$ cat src/rtl/bsg_tag_serializer.sv
// bsg_tag_serializer: bit-serial transmitter for the bsg_tag protocol.
// Accepts one parallel tag packet per v_i/ready_o handshake and shifts it out
// LSB first on tag_data_o/tag_en_o:
//   start(1), node_id(id_width), data_not_reset(1), len(lg_width_p), payload(len)
// followed by gap_p forced-idle cycles.
// Optional feature: define BSG_TAG_SERIALIZER_PREAMBLE_EN to emit a tag-master
// reset preamble (preamble_ones_p enabled ones, then preamble_ones_p enabled
// zeros) after every reset, before the first packet is accepted.
module bsg_tag_serializer #(
  parameter int els_p               = 32,
  parameter int lg_width_p          = 4,
  parameter int max_payload_width_p = 15,
  parameter int gap_p               = 2,
  parameter int preamble_ones_p     = 64,
  localparam int id_width_lp        = (els_p > 1) ? $clog2(els_p) : 1
) (
  input  logic                           clk_i,
  input  logic                           reset_i,
  input  logic                           v_i,
  output logic                           ready_o,
  input  logic [id_width_lp-1:0]         node_id_i,
  input  logic                           data_not_reset_i,
  input  logic [lg_width_p-1:0]          len_i,
  input  logic [max_payload_width_p-1:0] payload_i,
  output logic                           tag_en_o,
  output logic                           tag_data_o,
  output logic                           err_o
);

  // Down-counter must hold the longest field length minus one, the payload
  // length, the gap length and the full preamble count without wrapping.
  localparam int pay_cnt_w_lp = $clog2(max_payload_width_p + 1);
  localparam int pre_cnt_w_lp = $clog2(preamble_ones_p + 1);
  localparam int gap_cnt_w_lp = $clog2(gap_p + 1);
  localparam int cnt_w_a_lp   = (id_width_lp > lg_width_p) ? id_width_lp : lg_width_p;
  localparam int cnt_w_b_lp   = (cnt_w_a_lp > pay_cnt_w_lp) ? cnt_w_a_lp : pay_cnt_w_lp;
  localparam int cnt_w_c_lp   = (cnt_w_b_lp > pre_cnt_w_lp) ? cnt_w_b_lp : pre_cnt_w_lp;
  localparam int cnt_w_lp     = (cnt_w_c_lp > gap_cnt_w_lp) ? cnt_w_c_lp : gap_cnt_w_lp;

  // Whole packet image: start bit in bit 0, payload in the top bits.
  localparam int shift_w_lp = 2 + id_width_lp + lg_width_p + max_payload_width_p;

  localparam logic [lg_width_p-1:0] max_len_lp = lg_width_p'(max_payload_width_p);

  typedef enum logic [3:0] {
    S_IDLE,
    S_START,
    S_ID,
    S_DNR,
    S_LEN,
    S_PAYLOAD,
    S_GAP
`ifdef BSG_TAG_SERIALIZER_PREAMBLE_EN
    , S_PREAMBLE_ONES
    , S_PREAMBLE_ZEROS
`endif
  } state_e;

`ifdef BSG_TAG_SERIALIZER_PREAMBLE_EN
  // The first cycle out of reset still shows the reset (idle) outputs, so the
  // ones phase is loaded with the full count rather than count-1; that makes
  // exactly preamble_ones_p enabled ones appear on the line.
  localparam state_e              reset_state_lp = S_PREAMBLE_ONES;
  localparam logic [cnt_w_lp-1:0] reset_cnt_lp   = cnt_w_lp'(preamble_ones_p);
`else
  localparam state_e              reset_state_lp = S_IDLE;
  localparam logic [cnt_w_lp-1:0] reset_cnt_lp   = '0;
`endif

  localparam logic [cnt_w_lp-1:0] one_lp      = cnt_w_lp'(1);
  localparam logic [cnt_w_lp-1:0] id_last_lp  = cnt_w_lp'(id_width_lp - 1);
  localparam logic [cnt_w_lp-1:0] len_last_lp = cnt_w_lp'(lg_width_p - 1);
  localparam logic [cnt_w_lp-1:0] gap_last_lp = cnt_w_lp'(gap_p - 1);

  state_e                  state_q, state_d;
  logic [cnt_w_lp-1:0]     cnt_q, cnt_d;
  logic [shift_w_lp-1:0]   shift_q, shift_d;
  logic [lg_width_p-1:0]   len_q, len_d;
  logic                    ready_q, ready_d;
  logic                    tag_en_q, tag_en_d;
  logic                    tag_data_q, tag_data_d;
  logic                    err_q, err_d;

  logic handshake;
  assign handshake = v_i & ready_q;

  // Next-state, field sequencing and next-output computation.
  always_comb begin
    state_d    = state_q;
    cnt_d      = cnt_q;
    shift_d    = shift_q;
    len_d      = len_q;
    err_d      = 1'b0;
    ready_d    = 1'b0;
    tag_en_d   = 1'b0;
    tag_data_d = 1'b0;

    case (state_q)
      S_IDLE: begin
        if (handshake) begin
          if (len_i > max_len_lp) begin
            // Oversize packet: report and stay idle, nothing goes on the line.
            err_d = 1'b1;
          end else begin
            state_d = S_START;
            shift_d = {payload_i, len_i, data_not_reset_i, node_id_i, 1'b1};
            len_d   = len_i;
          end
        end
      end

      S_START: begin
        state_d = S_ID;
        cnt_d   = id_last_lp;
        shift_d = shift_q >> 1;
      end

      S_ID: begin
        shift_d = shift_q >> 1;
        if (cnt_q == '0) state_d = S_DNR;
        else             cnt_d   = cnt_q - one_lp;
      end

      S_DNR: begin
        state_d = S_LEN;
        cnt_d   = len_last_lp;
        shift_d = shift_q >> 1;
      end

      S_LEN: begin
        shift_d = shift_q >> 1;
        if (cnt_q == '0) begin
          if (len_q != '0) begin
            state_d = S_PAYLOAD;
            cnt_d   = cnt_w_lp'(len_q) - one_lp;
          end else begin
            state_d = S_GAP;
            cnt_d   = gap_last_lp;
          end
        end else begin
          cnt_d = cnt_q - one_lp;
        end
      end

      S_PAYLOAD: begin
        shift_d = shift_q >> 1;
        if (cnt_q == '0) begin
          state_d = S_GAP;
          cnt_d   = gap_last_lp;
        end else begin
          cnt_d = cnt_q - one_lp;
        end
      end

      S_GAP: begin
        if (cnt_q == '0) state_d = S_IDLE;
        else             cnt_d   = cnt_q - one_lp;
      end

`ifdef BSG_TAG_SERIALIZER_PREAMBLE_EN
      S_PREAMBLE_ONES: begin
        if (cnt_q == '0) begin
          state_d = S_PREAMBLE_ZEROS;
          cnt_d   = cnt_w_lp'(preamble_ones_p - 1);
        end else begin
          cnt_d = cnt_q - one_lp;
        end
      end

      S_PREAMBLE_ZEROS: begin
        if (cnt_q == '0) state_d = S_IDLE;
        else             cnt_d   = cnt_q - one_lp;
      end
`endif

      default: state_d = S_IDLE;
    endcase

    // Outputs are registered from the next state so that the line always
    // reflects the state the FSM is in during that cycle.
    ready_d = (state_d == S_IDLE);
    case (state_d)
      S_START, S_ID, S_DNR, S_LEN, S_PAYLOAD: begin
        tag_en_d   = 1'b1;
        tag_data_d = shift_d[0];
      end
`ifdef BSG_TAG_SERIALIZER_PREAMBLE_EN
      S_PREAMBLE_ONES: begin
        tag_en_d   = 1'b1;
        tag_data_d = 1'b1;
      end
      S_PREAMBLE_ZEROS: begin
        tag_en_d   = 1'b1;
        tag_data_d = 1'b0;
      end
`endif
      default: begin
        tag_en_d   = 1'b0;
        tag_data_d = 1'b0;
      end
    endcase
  end

  // State, datapath and output registers; reset aborts any packet in flight.
  always_ff @(posedge clk_i) begin
    if (reset_i) begin
      state_q    <= reset_state_lp;
      cnt_q      <= reset_cnt_lp;
      shift_q    <= '0;
      len_q      <= '0;
      ready_q    <= 1'b0;
      tag_en_q   <= 1'b0;
      tag_data_q <= 1'b0;
      err_q      <= 1'b0;
    end else begin
      state_q    <= state_d;
      cnt_q      <= cnt_d;
      shift_q    <= shift_d;
      len_q      <= len_d;
      ready_q    <= ready_d;
      tag_en_q   <= tag_en_d;
      tag_data_q <= tag_data_d;
      err_q      <= err_d;
    end
  end

  assign ready_o    = ready_q;
  assign tag_en_o   = tag_en_q;
  assign tag_data_o = tag_data_q;
  assign err_o      = err_q;

endmodule

$ cat config.mk
export PLATFORM = sky130hd
export DESIGN_NAME = bsg_tag_serializer
export DESIGN_NICKNAME = d
export VERILOG_FILES = /design/src/rtl/bsg_tag_serializer.sv
export SDC_FILE = /design/constraint.sdc
export NUM_CORES = 1
export LEC_CHECK = 0
export ABC_AREA = 1
export CORE_MARGIN = 3
export CORE_UTILIZATION = 45
export DETAILED_ROUTE_END_ITERATION = 10
export PLACE_DENSITY = 0.68
export SYNTH_ARGS = -nofsm -noshare
export SYNTH_HDL_FRONTEND = slang
export SYNTH_SLANG_ARGS = --single-unit
$ cat constraint.sdc
create_clock -name clk_i -period 1.7 [get_ports clk_i]
set_input_delay 0.17 -clock clk_i [delete_from_list [all_inputs] [get_ports clk_i]]
set_output_delay 0.17 -clock clk_i [all_outputs]
set_load 0.05 [all_outputs]
# [Word level (Yosys, flattened, before mapping)]
# Index checks and enable logic that the tools add are counted.
[totals] regBits=45 wordCells=63
[op_classes] mux=18 bitwise=5 eq_ne=14 n_reduce_logical=14 n_lt_le_gt_ge=1 n_addsub=2
[ops] op="2-to-1 mux 26 bit" count=2
[ops] op="case mux 26 bit (2 select lines)" count=1
[ops] op="case mux 7 bit (5 select lines)" count=1
[ops] op="2-to-1 mux 7 bit" count=4
[ops] op="case mux 4 bit (7 select lines)" count=1
[ops] op="2-to-1 mux 4 bit" count=6
[ops] op="== test 4 x 3 -> 1 bit, second input constant" count=5
[ops] op="== test 4 x 2 -> 1 bit, second input constant" count=4
[ops] op="OR reduction 5 bit" count=2
[ops] op="== test 4 x 1 -> 1 bit, second input constant" count=2
[ops] op="zero test 4 bit" count=2
[ops] op="zero test 7 bit" count=1
[ops] op="subtractor 7 x 1 -> 7 bit, second input constant" count=1
[ops] op="!= test 2 bit, second input constant" count=3
[ops] op="AND reduction 3 bit" count=2
[ops] op="nonzero test 5 bit" count=1
[ops] op="subtractor 4 x 1 -> 5 bit, second input constant" count=1
[ops] op="greater-than comparator 4 bit, second input constant" count=1
[ops] op="NOT 1 bit" count=4
[ops] op="nonzero test 4 bit" count=1
[ops] op="OR reduction 2 bit" count=2
[ops] op="OR reduction 3 bit" count=1
[ops] op="2-to-1 mux 1 bit" count=2
[ops] op="2-to-1 mux 2 bit" count=1
[ops] op="3 further kinds" count=3

# [Longest topological paths before layout]
[logic_depth] ltp_word=8 depth_mapped=12 depth_no_buf=12

# [Worst setup path after synthesis]
# OpenSTA, ideal clock, no wires.
[synth_timing] path_type="register to register" startpoint="reg ready_q, in the netlist ready_o" endpoint="reg shift_q[10]" t_arrival_ns=1.461 required_ns=1.568 path_buffers=1 stages_incl_launch_ff=9 path_slack_ns=0.107 synth_period_minus_slack_ns=1.593 cell_sequence="dfxtp_1 > nand2_1 > nor2_8 > inv_4 > nand2_4 > inv_4 > buf_8 > nand2_2 > a31oi_1"
[synth_between] elab_chain_cells=3
[synth_lines] element="from (decl)" line="79" rtl="logic ready_q, ready_d;"
[synth_lines] element="from (signal assigned)" line="220" rtl="ready_q <= ready_d;"
[synth_lines] element="bitwise AND 1 bit" line="85" rtl="assign handshake = v_i & ready_q;"
[synth_lines] element="!= test 2 bit (no line)"
[synth_lines] element="AND reduction 3 bit (no line)"
[synth_lines] element="to (signal assigned)" line="218" rtl="shift_q <= shift_d;"
[synth_lines] element="to (decl)" line="77" rtl="logic [shift_w_lp-1:0] shift_q, shift_d;"
# Every way passes these cells.
# A chain may end at the register's enable or synchronous reset.

# [Worst setup path in the final report]
[layout_timing] startpoint="reg ready_q, in the netlist ready_o" endpoint="out ready_o"
[layout_lines] element="to (decl)" line="20" rtl="output logic ready_o,"
# No word-level cell between the ends.

==> results.py <==
metrics = {
    "clock_network": {
        "cts_sinks": 44,
        "numCtsBuffers": 5,
        "insertion_delay_ps": 290,
        "htree_levels": 2,
        "path_clk_slew_ps": 80,
        "hold_buffers": 0,
        "clk_path_buf_depth": 2,
        "tritoncts": "yes",
        "cts_root_buf": "clkbuf_8",
    },
    "sta": {
        "slew_violations": 0,
        "hold_viol": 0,
        "fin_crit_ps": 1590,
        "fin_crit_sh": 0.932,
        "finalSetupTns_ps": 0,
        "setup_slack_ps": 115,
        "clock_skew_ps": 4.02,
        "max_freq_mhz": 631,
        "timing.hold.ws_ps": 430,
        "setup_viol": 0,
    },
    "grt": {
        "grt_usage": 0.163,
        "grt_overflow": 0,
        "grt_pass1_vias": 1848,
        "grt_busiest_layer": "met2",
        "grt_pass1_wl_um": 7980,
        "antenna_found_initial": 0,
        "grt_max_degree": 26,
        "met1_usage": 0.213,
        "use_met2": 0.263,
        "met3_usage": 0.0402,
    },
    "die": {
        "start_util": 0.471,
        "coreArea_um2": 4750,
        "die-area_um2": 5860,
        "num_rows": 25,
        "die_h_um": 76.5,
        "die_x_um": 76.5,
        "io_pins": 32,
    },
    "finish": {
        "final_common_cell": "nand2_1",
        "final_cells": 418,
        "syn_to_final_growth_pct": 22.1,
        "layout_common_cells": "111 x nand2_1, 44 x dfxtp_1, 30 x clkdlybuf4s50_1",
        "drive_gt1_frac": 0.151,
        "nets": 379,
        "diodes": 0,
    },
    "logic_synthesis": {
        "ys_ff_latch": 44,
        "ys_seq_area_frac": 0.394,
        "netlist_area_um2": 2240,
        "yosys_warnings": 0,
        "avgSynthCellArea_um2": 7.04,
        "yosys.cell_types.count": 30,
        "syn_inst": 318,
    },
    "drt": {
        "routed_wl_um": 4480,
        "ant_nets": 0,
        "dr.first_iter.drc_count": 68,
        "viasPerCell": 4.86,
        "drtPass1Iterations": 4,
        "wl_per_cell_um": 10.7,
        "remaining_drc_errors": 0,
        "num_vias": 2030,
    },
    "place": {
        "place_congestion": 0.881,
        "dp_cells": 408,
        "dp_hpwl_um": 3240,
        "place_ws_ps": 42.5,
        "io_buffers": 30,
    },
    "setup_path": {
        "timing.rr.start": "cnt_q[0]",
        "cp.depth": 1,
        "cp_top_family": "buffers and inverters",
        "crit_end": "ready_o",
        "rrSetupSlack_ps": 140,
        "cp-start-kind": "flop",
        "path_buf_inv": 1,
        "cp-end-kind": "output pin",
        "crit_type": "flop to output pin",
        "crit_start": "ready_o",
        "slowest_stage": "clkdlybuf4s50_1",
        "rr_endpoint": "tag_en_o",
        "cp.arrival_ps": 1420,
        "crit_required_ps": 1530,
        "cpPeakStageDelay_ps": 790,
        "cp_max_fo": 2,
        "r2r_cells": 11,
        "path_cells": "clkdlybuf4s50_1",
    },
    "hold_path": {
        "hp-start": "payload_i[14]",
        "hp-class": "input pin to flop",
    },
    "job": {
        "cap_violations": 0,
    },
    "power_and_ir_drop": {
        "power_density_nw_per_um2": 801,
        "leakage_uw": 0.00107,
        "ir_drop_uv": 494,
        "power_uw": 2190,
    },
    "outcome": {
        "status": "finished clean",
    },
}
worst min path at each step:
stage             endpoint  slack, ps  cells after the start
2_1_floorplan  shift_q[25]        320                      2
3_3_place_gp   shift_q[25]        450                      2
3_5_place_dp   shift_q[25]        460                      2
4_1_cts        shift_q[25]        430                      3
5_1_grt        shift_q[25]        430                      3
6_report       shift_q[25]        430                      3
where the power goes:
part           internal, uW  total (uW)  switching [uW]  leakage [uW]
Sequential             1060        1090            22.5      0.000357
Clock                   481         838             357     0.0000614
Combinational           118         264             145      0.000651
Total                  1660        2190             525       0.00107
sequential cells by signal, summed over array words and instances, names as in the netlist:
register	cells
len_q	4
tag_data_o	1
state_q	4
cnt_q	7
shift_q	26
tag_en_o	1
ready_o	1
synthesized netlist by cell type, drive strengths merged:
| cell | instances | area, um^2 |
|---|---|---|
| a21oi | 18 | 93.8 |
| a31oi | 24 | 150 |
| buf | 7 | 71.3 |
| clkbuf | 4 | 15.0 |
| clkinv | 1 | 5.00 |
| conb | 1 | 3.75 |
| dfxtp | 44 | 881 |
| ha | 1 | 12.5 |
| inv | 32 | 125 |
| nand2 | 128 | 543 |
| nand3 | 13 | 70.1 |
| nand3b | 1 | 7.51 |
| nand4 | 4 | 25.0 |
| nor2 | 26 | 144 |
| o211ai | 1 | 7.51 |
| o21ai | 8 | 40.0 |
| xnor2 | 4 | 35.0 |
| xor2 | 1 | 8.76 |
final cells by class:
type	instances	area (um^2)
fillers	480	2020
inverters	33	130
multi-input cells	231	1170
well taps	67	83.8
repair buffers	35	350
clock buffers	6	82.6
flip-flops and latches	44	881
clock inverters	2	38.8
timing repair:
item | in CTS | in global routing
setup buffers | 0 | 2
endpoints found under the setup margin | 0 | 11
gates resized for setup | 0 | 6
per-stage QoR:
stage           util  cell area, um^2
2_1_floorplan      -             2240
3_3_place_gp   0.542             2570
3_5_place_dp   0.542             2570
4_1_cts        0.567             2700
5_1_grt        0.575             2730
6_report       0.575             2730
kinds of logic (layout without fill, tap and decap cells):
group / Yosys count / after routing / share of synthesized area
AND/OR/NAND/NOR: 172 / 172 / 0.353
AO/OA/AOI/OAI: 51 / 51 / 0.130
flip-flops: 44 / 44 / 0.394
buffers and inverters: 44 / 76 / 0.0967
XOR/XNOR: 5 / 5 / 0.0196
adder cells (fa/ha/maj): 1 / 1 / 0.00559
other: 1 / 2 / 0.00168
layer usage:
layer,vias to the layer above,part of all wire
li1,1079,-
met1,894,0.49
met2,53,0.46
met3,4,0.049
met4,0,0.0085
met5,-,0
No activity file was read; power rests on OpenSTA's default activity.
